--- src/rtl/min_max_led_bar.sv ---
// Thermometer LED bar driver: windowed, linear and all-off/all-on test modes.
// Next pattern is purely combinational; leds_o is the only state.
module min_max_led_bar #(
    parameter int VALSIZE = 4,
    parameter int ERRNO   = 0
) (
    input  logic                    clk_i,
    input  logic                    rst_i,
    input  logic [1:0]              com_i,
    input  logic [VALSIZE-1:0]      max_i,
    input  logic [VALSIZE-1:0]      min_i,
    input  logic                    osc_i,
    input  logic [VALSIZE-1:0]      val_i,
    output logic [(2**VALSIZE)-1:0] leds_o
);

    localparam int NLEDS = 2 ** VALSIZE;

    localparam logic [1:0] COM_NORMAL = 2'b00;
    localparam logic [1:0] COM_LINEAR = 2'b01;
    localparam logic [1:0] COM_OFF    = 2'b10;
    localparam logic [1:0] COM_ON     = 2'b11;

    logic [NLEDS-1:0] leds_d, leds_q;
    logic             in_win;

    // ERRNO 1 excludes val == max from the window (fault injection only).
    always_comb begin
        if (ERRNO == 1) in_win = (min_i <= val_i) && (val_i < max_i);
        else            in_win = (min_i <= val_i) && (val_i <= max_i);
    end

    always_comb begin
        leds_d = '0;
        unique case (com_i)
            COM_NORMAL: begin
                if (in_win) begin
                    for (int i = 0; i < NLEDS; i++) begin
                        if (i >= int'(min_i) && i <= int'(val_i))
                            leds_d[i] = 1'b1;
                        else if (i > int'(val_i) && i <= int'(max_i))
                            leds_d[i] = osc_i;
                    end
                end
            end
            COM_LINEAR: begin
                for (int i = 0; i < NLEDS; i++)
                    leds_d[i] = (i <= int'(val_i));
            end
            COM_OFF: leds_d = '0;
            COM_ON:  leds_d = '1;
            default: leds_d = '0;
        endcase
    end

    always_ff @(posedge clk_i) begin
        if (rst_i) leds_q <= '0;
        else       leds_q <= leds_d;
    end

    assign leds_o = leds_q;

endmodule

--- config.mk ---
export PLATFORM = sky130hd
export DESIGN_NAME = min_max_led_bar
export DESIGN_NICKNAME = d
export VERILOG_FILES = /design/src/rtl/min_max_led_bar.sv
export SDC_FILE = /design/constraint.sdc
export NUM_CORES = 1
export LEC_CHECK = 0
export ABC_AREA = 1
export CORE_MARGIN = 4
export CORE_UTILIZATION = 35
export CTS_CLUSTER_SIZE = 16
export DETAILED_ROUTE_END_ITERATION = 10
export GPL_TIMING_DRIVEN = 1
export SKIP_CTS_REPAIR_TIMING = 1
export SYNTH_ARGS = -nofsm -noshare
export SYNTH_HDL_FRONTEND = slang
export SYNTH_SLANG_ARGS = --single-unit
--- constraint.sdc ---
create_clock -name clk_i -period 3.7 [get_ports clk_i]
set_input_delay 0.74 -clock clk_i [delete_from_list [all_inputs] [get_ports clk_i]]
set_output_delay 0.74 -clock clk_i [all_outputs]
set_load 0.005 [all_outputs]
==> results of run 1 <==
## where the power goes
part	leakage (nW)	switching [W]	internal, W
sequential	0.133	0.00000215	0.000183
combinational	0.618	0.0000983	0.0000669
clock	0.0288	0.0000568	0.0000943
total	0.780	0.000157	0.000344
## layer usage
metal  track usage, %  wire length (µm)  vias up
met4             5.43                56        0
met1             21.7              1730      683
li1                 -                 -      797
met3             1.85               245        7
met2             26.6              1810       54
met5                0                 0        -
## final timing paths
path      from  slack, ns  cells past startpoint         to
max   val_i[3]       1.20                     11  leds_o[9]
min      osc_i       1.40                      5  leds_o[6]
## layout make-up
type                       instances  area, µm²  area share [%]
multi-input combinational        173        895            51.1
sequential                        16        320            18.3
timing repair buffer              32        320            18.3
inverter                          26        100            5.72
tap                               48       60.1            3.43
clock buffer                       4       55.1            3.15
## placed cells by master, fill, tap and decap left out, types with 5 or more instances in the layout
master and count:
nand2_1 55, inv_2 5, clkdlybuf4s50_1 32, inv_1 18
o21ai_0 14, ha_1 8, a21oi_1 23, dfxtp_1 16
nand3_1 19, nor2_1 18, nor2_2 8, nand4_1 14
## through the flow
stage                     hold WS, ns  instance area, µm²
after floorplan                 0.901                1370
after global placement           1.44                1700
after detailed placement         1.44                1700
after CTS                        1.39                1750
after global routing             1.44                1750
final                            1.40                1750
## worst max-delay path, stage by stage
cell and delay, ns:
clkdlybuf4s50_1 0.76, inv_4 0.11, ha_1 0.31, nand2_1 0.06
inv_2 0.05, nand3_1 0.10, nand2_4 0.18, nand3_1 0.12
nor2_1 0.11, nor2_1 0.04, nor2_1 0.07
## kinds of logic (layout without fill, tap and decap cells)
group | Yosys count | after routing | share of synthesized area [%]
flops | 16 | 16 | 23.4
buf+inv | 34 | 62 | 11.2
compound gates | 44 | 44 | 16.7
fa+ha+maj | 8 | 8 | 7.31
simple gates | 121 | 121 | 41.3
==> flow_summary.ini, run 1 <==
[sta]
setup_ws_ns = 1.20
slew_headroom_pct = 60.9
worst_slew_pin_slew_ns = 0.586
clock.fmax_mhz = 400
setup_viol = 0
fin_crit_ns = 2.50
grt_setup_unrepaired = false
drv_slew = 0
fin_crit_sh_pct = 67.5
hold_viol_final = 0
setup_tns_ns = 0

[setup_path]
crit_fanout = 15
cp.arrival_ns = 2.67
worst_ep_required_time_ns = 3.88
critPathCaptureType = register
crit_path_start_kind = input port
path_class = input port to register

[placed_design]
finalWeightedCongestion = 0.995
place_worst_setup_slack_ns = 0.935
portBuffers = 32
place_inst = 295
hpwl_um = 3130

[logic_synthesis]
yosys_warnings = 0
synth_commonest_cells = 55 x nand2_1, 23 x a21oi_1, 19 x nand3_1
async_flop_share_pct = 0
syn_inst = 223
syn_avg_cell_area_um2 = 6.14
yosys_most_used_dff = dfxtp_1
synth_area_leaders = dfxtp_1 23%, nand2_1 15%, a21oi_1 8.4%, ha_1 7.3%, nand3_1 6.9%
syn_area_um2 = 1370
synth.most_common_cell = nand2_1
synth_nets = 248
yosysSeqAreaShare_pct = 23.4
ys_seq_elements = 16
synth_area_leader_cell = dfxtp_1
synth_top_area_share_pct = 23.4
synth_edf_count = 0
yosysUniqueCellTypes = 26

[floorplanning]
ios = 33
die_x_um = 70.5
rows = 22
initial_core_util_pct = 36.8
dieArea_um2 = 4980
core_um2 = 3720
die_h_um = 70.5

[cts]
cts_max_level = 1
cts.sinks = 16
cts-root-buf = clkbuf_8
cts_buffers = 3
clockBufferDepth = 2
tritoncts = done
path_clk_slew_ns = 0.06

[cells_and_area]
nFillCells = 405
area_growth_pct = 27.9
drive_gt1_share_pct = 10.4
antenna_cells = 0
largest_reg_flops = 16
fin_nets = 277
final_cells = 299
final_util_pct = 47.1

[drt]
drc = 0
ant_nets = 0
routed_wl_um = 3850
drt-initial-drc-count = 95
wl_per_cell_um = 12.9
routed_via_density = 5.15
via_count = 1541
firstDrtPassIters = 4

[global_route]
grt_pass1_vias = 1379
grt_max_degree = 17
antenna_found_initial = 0
grt_pass1_wl_um = 6580
track_usage_pct = 16.1
grt.overflow.total = 0

[run]
drv_cap = 0

[hold_path]
hp-class = input port to register

[run_status]
status = finished, final reports clean

[power_and_ir_drop]
power.total_w = 0.000501
p_leak_nw = 0.780
ir_worst_vdd_mv = 0.0953
powerDensity_nw_per_um2 = 286
Note: power is estimated with default switching activity, not from simulation.
==> run 2, diff against run 1 <==
==> constraint.sdc (replaced) <==
create_clock -name clk_i -period 2.5 [get_ports clk_i]
set_input_delay 0.5 -clock clk_i [delete_from_list [all_inputs] [get_ports clk_i]]
set_output_delay 0.5 -clock clk_i [all_outputs]
set_load 0.005 [all_outputs]
==> flow_summary.ini, run 2 (synthesis results as in run 1) <==
[run_status]
status = finished, final reports clean

[drt]
via_count = 1563
wl_per_cell_um = 12.8
firstDrtPassIters = 4
ant_nets = 0
routed_wl_um = 3940
drc = 0
routed_via_density = 5.06
drt-initial-drc-count = 75

[setup_path]
crit_fanout = 15
crit_chain = clkdlybuf4s50_1 -> inv_1 -> ha_1 -> nand2_1 -> clkinv_1 -> nand2_1 -> nand2_1 -> nand2_4 -> nand3_1 -> nor2_1 -> nor2_1 -> nor2_1
crit_family = buffers and inverters
critPathCaptureType = register
worst_ep_required_time_ns = 2.68
path_buf_inv = 3
crit_path_start_kind = input port
cp.arrival_ns = 2.22
path_class = input port to register
critPathSlowestCell = clkdlybuf4s50_1
slowest_delay_ns = 0.53

[cells_and_area]
regArea_um2 = 320
fin_nets = 287
area_growth_pct = 33.4
largest_reg_flops = 16
layout_commonest_cell = nand2_1
multi_input_area_um2 = 895
drive_gt1_share_pct = 13.8
layout_common_cells = 55 x nand2_1, 32 x clkdlybuf4s50_1, 23 x a21oi_1
design_area_um2 = 1830
antenna_cells = 0
nFillCells = 401

[floorplanning]
initial_core_util_pct = 36.8
die_x_um = 70.5
dieArea_um2 = 4980
ios = 33
die_h_um = 70.5
core_um2 = 3720
rows = 22

[cts]
clockBufferDepth = 2
cts-root-buf = clkbuf_8
cts_buffers = 3
cts_max_level = 1
path_clk_slew_ns = 0.06
tritoncts = done
cts.sinks = 16

[power_and_ir_drop]
clkPwrFrac_pct = 29.8
powerDensity_nw_per_um2 = 415
swShare_pct = 31.4
p_seq_share_pct = 36.2
p_int_w = 0.000520
p_leak_nw = 0.829
switchingPower_w = 0.000238
ir_worst_vdd_mv = 0.163
comb_power_share_pct = 34.0

[global_route]
grt_pass1_vias = 1383
grt_pass1_wl_um = 6540
grt.overflow.total = 0
grt_max_degree = 17
track_usage_pct = 16.1
antenna_found_initial = 0

[sta]
grt_setup_unrepaired = false
setup_viol = 0
fin_crit_sh_pct = 81.3
worst_slew_pin_slew_ns = 0.582
fin_crit_ns = 2.03
drv_slew = 0
slew_headroom_pct = 61.1
clock.fmax_mhz = 492
setup_tns_ns = 0
hold_viol_final = 0

[placed_design]
portBuffers = 32
finalWeightedCongestion = 0.963
hpwl_um = 3190
place_area_um2 = 1770

[run]
drv_cap = 0

[hold_path]
hp-class = input port to register
-- run 2: changes by cell type in the layout (fill, tap and decap cells not counted), sizes merged --
| cell | delta |
|---|---|
| buf | +10 |
-- run 2: path summary, 6_finish.rpt --
path | slack [ns] | cells after the start | from | end
worst min-delay path | 1.05 | 4 | com_i[1] | leds_o[10]
worst max-delay path | 0.47 | 12 | max_i[2] | leds_o[5]
-- run 2: cell type report --
| type | instances | area share [%] |
|---|---|---|
| Multi-Input combinational cell | 173 | 49.0 |
| Timing Repair Buffer | 42 | 21.7 |
| Sequential cell | 16 | 17.5 |
| Inverter | 26 | 5.48 |
| Tap cell | 48 | 3.29 |
| Clock buffer | 4 | 3.02 |
-- run 2: power groups by stage --
| stage | combinational, W | sequential (W) | clock [W] |
|---|---|---|---|
| floorplan | 0.000145 | 0.000283 | 0 |
| global placement | 0.000258 | 0.000280 | 0 |
| detailed placement | 0.000256 | 0.000280 | 0 |
| CTS | 0.000257 | 0.000275 | 0.000234 |
| global route | 0.000288 | 0.000276 | 0.000237 |
| finish | 0.000258 | 0.000274 | 0.000226 |
-- run 2: metal layers --
metal	global-route usage (%)	vias up	share of wire, %
met5	0	-	0
met3	1.42	7	6.5
met2	25.4	61	45
li1	-	820	-
met1	22.2	675	47
met4	7.52	0	2.2
-- run 2: metrics by stage --
step	worst slack [ns]	util (%)	cells	power (W)	hold WS [ns]
finish	0.468	49.1	309	0.000758	1.05
CTS	0.475	49.1	309	0.000766	1.04
global route	0.291	49.1	309	0.000801	1.08
detailed placement	0.212	47.6	305	0.000536	1.20
floorplan	0.815	-	223	0.000428	0.661
global placement	0.239	47.6	305	0.000538	1.20
==> run 3, diff against run 2 <==
==> constraint.sdc (replaced) <==
create_clock -name clk_i -period 1.8 [get_ports clk_i]
set_input_delay 0.36 -clock clk_i [delete_from_list [all_inputs] [get_ports clk_i]]
set_output_delay 0.36 -clock clk_i [all_outputs]
set_load 0.005 [all_outputs]
==> flow_summary.ini, run 3 (synthesis results as in run 1) <==
[power_and_ir_drop]
p_int_w = 0.000758
comb_power_share_pct = 42.4
ir_worst_vdd_mv = 0.226
p_seq_share_pct = 34.3
powerDensity_nw_per_um2 = 525
swShare_pct = 31.7
clkPwrFrac_pct = 23.3
switchingPower_w = 0.000352
p_leak_nw = 1.05

[hold_path]
min_to = leds_o[8]
hold_depth = 4
min_from = val_i[3]
hp-class = input port to register

[floorplanning]
initial_core_util_pct = 36.8
core_um2 = 3720
die_h_um = 70.5
die_x_um = 70.5
rows = 22
ios = 33
dieArea_um2 = 4980

[drt]
ant_nets = 0
routed_via_density = 4.98
drt-initial-drc-count = 154
drc = 0
via_count = 1683
routed_wl_um = 4260
wl_per_cell_um = 12.6
firstDrtPassIters = 4

[setup_path]
cp.arrival_ns = 1.86
crit_path_start_kind = input port
crit_fanout = 5
critPathCaptureType = register
path_class = input port to register
crit_start = min_i[1]
worst_ep_required_time_ns = 1.98

[cells_and_area]
layout_commonest_cell = nand2_1
largest_reg_flops = 16
final_cells = 338
drive_gt1_share_pct = 24.8
layout_common_cells = 54 x nand2_1, 36 x buf_4, 25 x clkdlybuf4s50_1
antenna_cells = 0
fin_nets = 317
area_growth_pct = 54.6
nFillCells = 409

[global_route]
antenna_found_initial = 0
grt_pass1_vias = 1479
grt.overflow.total = 0
grt_max_degree = 17
grt_pass1_wl_um = 6920
track_usage_pct = 16.7

[sta]
slew_headroom_pct = 81.0
hold_ws_ns = 0.758
clock.fmax_mhz = 596
drv_slew = 0
hold_viol_final = 0
worst_slew_pin_slew_ns = 0.285
setup_viol = 0
fin_crit_sh_pct = 93.1
fin_crit_ns = 1.68

[cts]
path_clk_slew_ns = 0.06
cts-root-buf = clkbuf_8
cts_buffers = 3
cts_max_level = 1
cts.sinks = 16
clockBufferDepth = 2
tritoncts = done

[placed_design]
place_inst = 328
hpwl_um = 3360
portBuffers = 32
finalWeightedCongestion = 0.904

[run]
drv_cap = 0

[run_status]
status = finished, final reports clean
[run 3: cell types whose count changed in the layout (fill, tap and decap cells not counted), sizes merged]
cell           change
inv                +1
dlymetal6s2s       +7
clkinv             -1
nand2              +1
clkbuf             -1
buf               +29
clkdlybuf4s50      -7
[run 3: layout make-up]
class / instances / area [µm²] / area share [%]
inverters: 26 / 100 / 4.73
clock buffers: 3 / 41.3 / 1.95
well taps: 48 / 60.1 / 2.84
repair buffers: 71 / 668 / 31.6
multi-input cells: 174 / 926 / 43.8
flip-flops and latches: 16 / 320 / 15.1
[run 3: worst max-delay path, cell delays in order]
cell	delay, ns
clkdlybuf4s50_1	0.44
ha_1	0.32
nand2_1	0.07
nand2_1	0.04
nand2_1	0.05
nand2_1	0.07
nand2_4	0.14
buf_4	0.14
nand4_1	0.09
a21oi_1	0.14
[run 3: worst max path at each step]
stage                       endpoint  slack [ns]
after floorplan           leds_o[12]        0.26
after global placement     leds_o[5]       -0.22
after detailed placement   leds_o[9]       -0.28
after CTS                  leds_o[9]       -0.03
after global routing       leds_o[7]      -0.007
final                      leds_o[7]        0.12
[run 3: metrics by stage]
step	area, µm²	setup slack [ns]	TNS, ns	power (W)	utilization [%]
floorplan	1370	0.255	0	0.000594	-
global placement	1940	-0.216	-2.50	0.000782	52.3
detailed placement	1940	-0.283	-3.16	0.000785	52.3
CTS	1980	-0.0298	-0.0521	0.00104	53.4
global route	2120	-0.00671	-0.00671	0.00118	56.9
finish	2120	0.123	0	0.00111	56.9
[run 3: routing by layer]
metal  track usage (%)  share of wire, %  vias up
met5                 0                 0        -
met4              5.22               2.1        0
met3              1.42               5.9       12
met2              27.9                45       61
met1              23.0                47      731
li1                  -                 -      879
[run 3: power groups by stage]
stage | logic (W) | registers [W] | clock network, W
after floorplan | 0.000201 | 0.000393 | 0
after detailed placement | 0.000396 | 0.000389 | 0
after global placement | 0.000393 | 0.000388 | 0
final | 0.000470 | 0.000381 | 0.000259
after global routing | 0.000517 | 0.000384 | 0.000282
after CTS | 0.000398 | 0.000381 | 0.000264
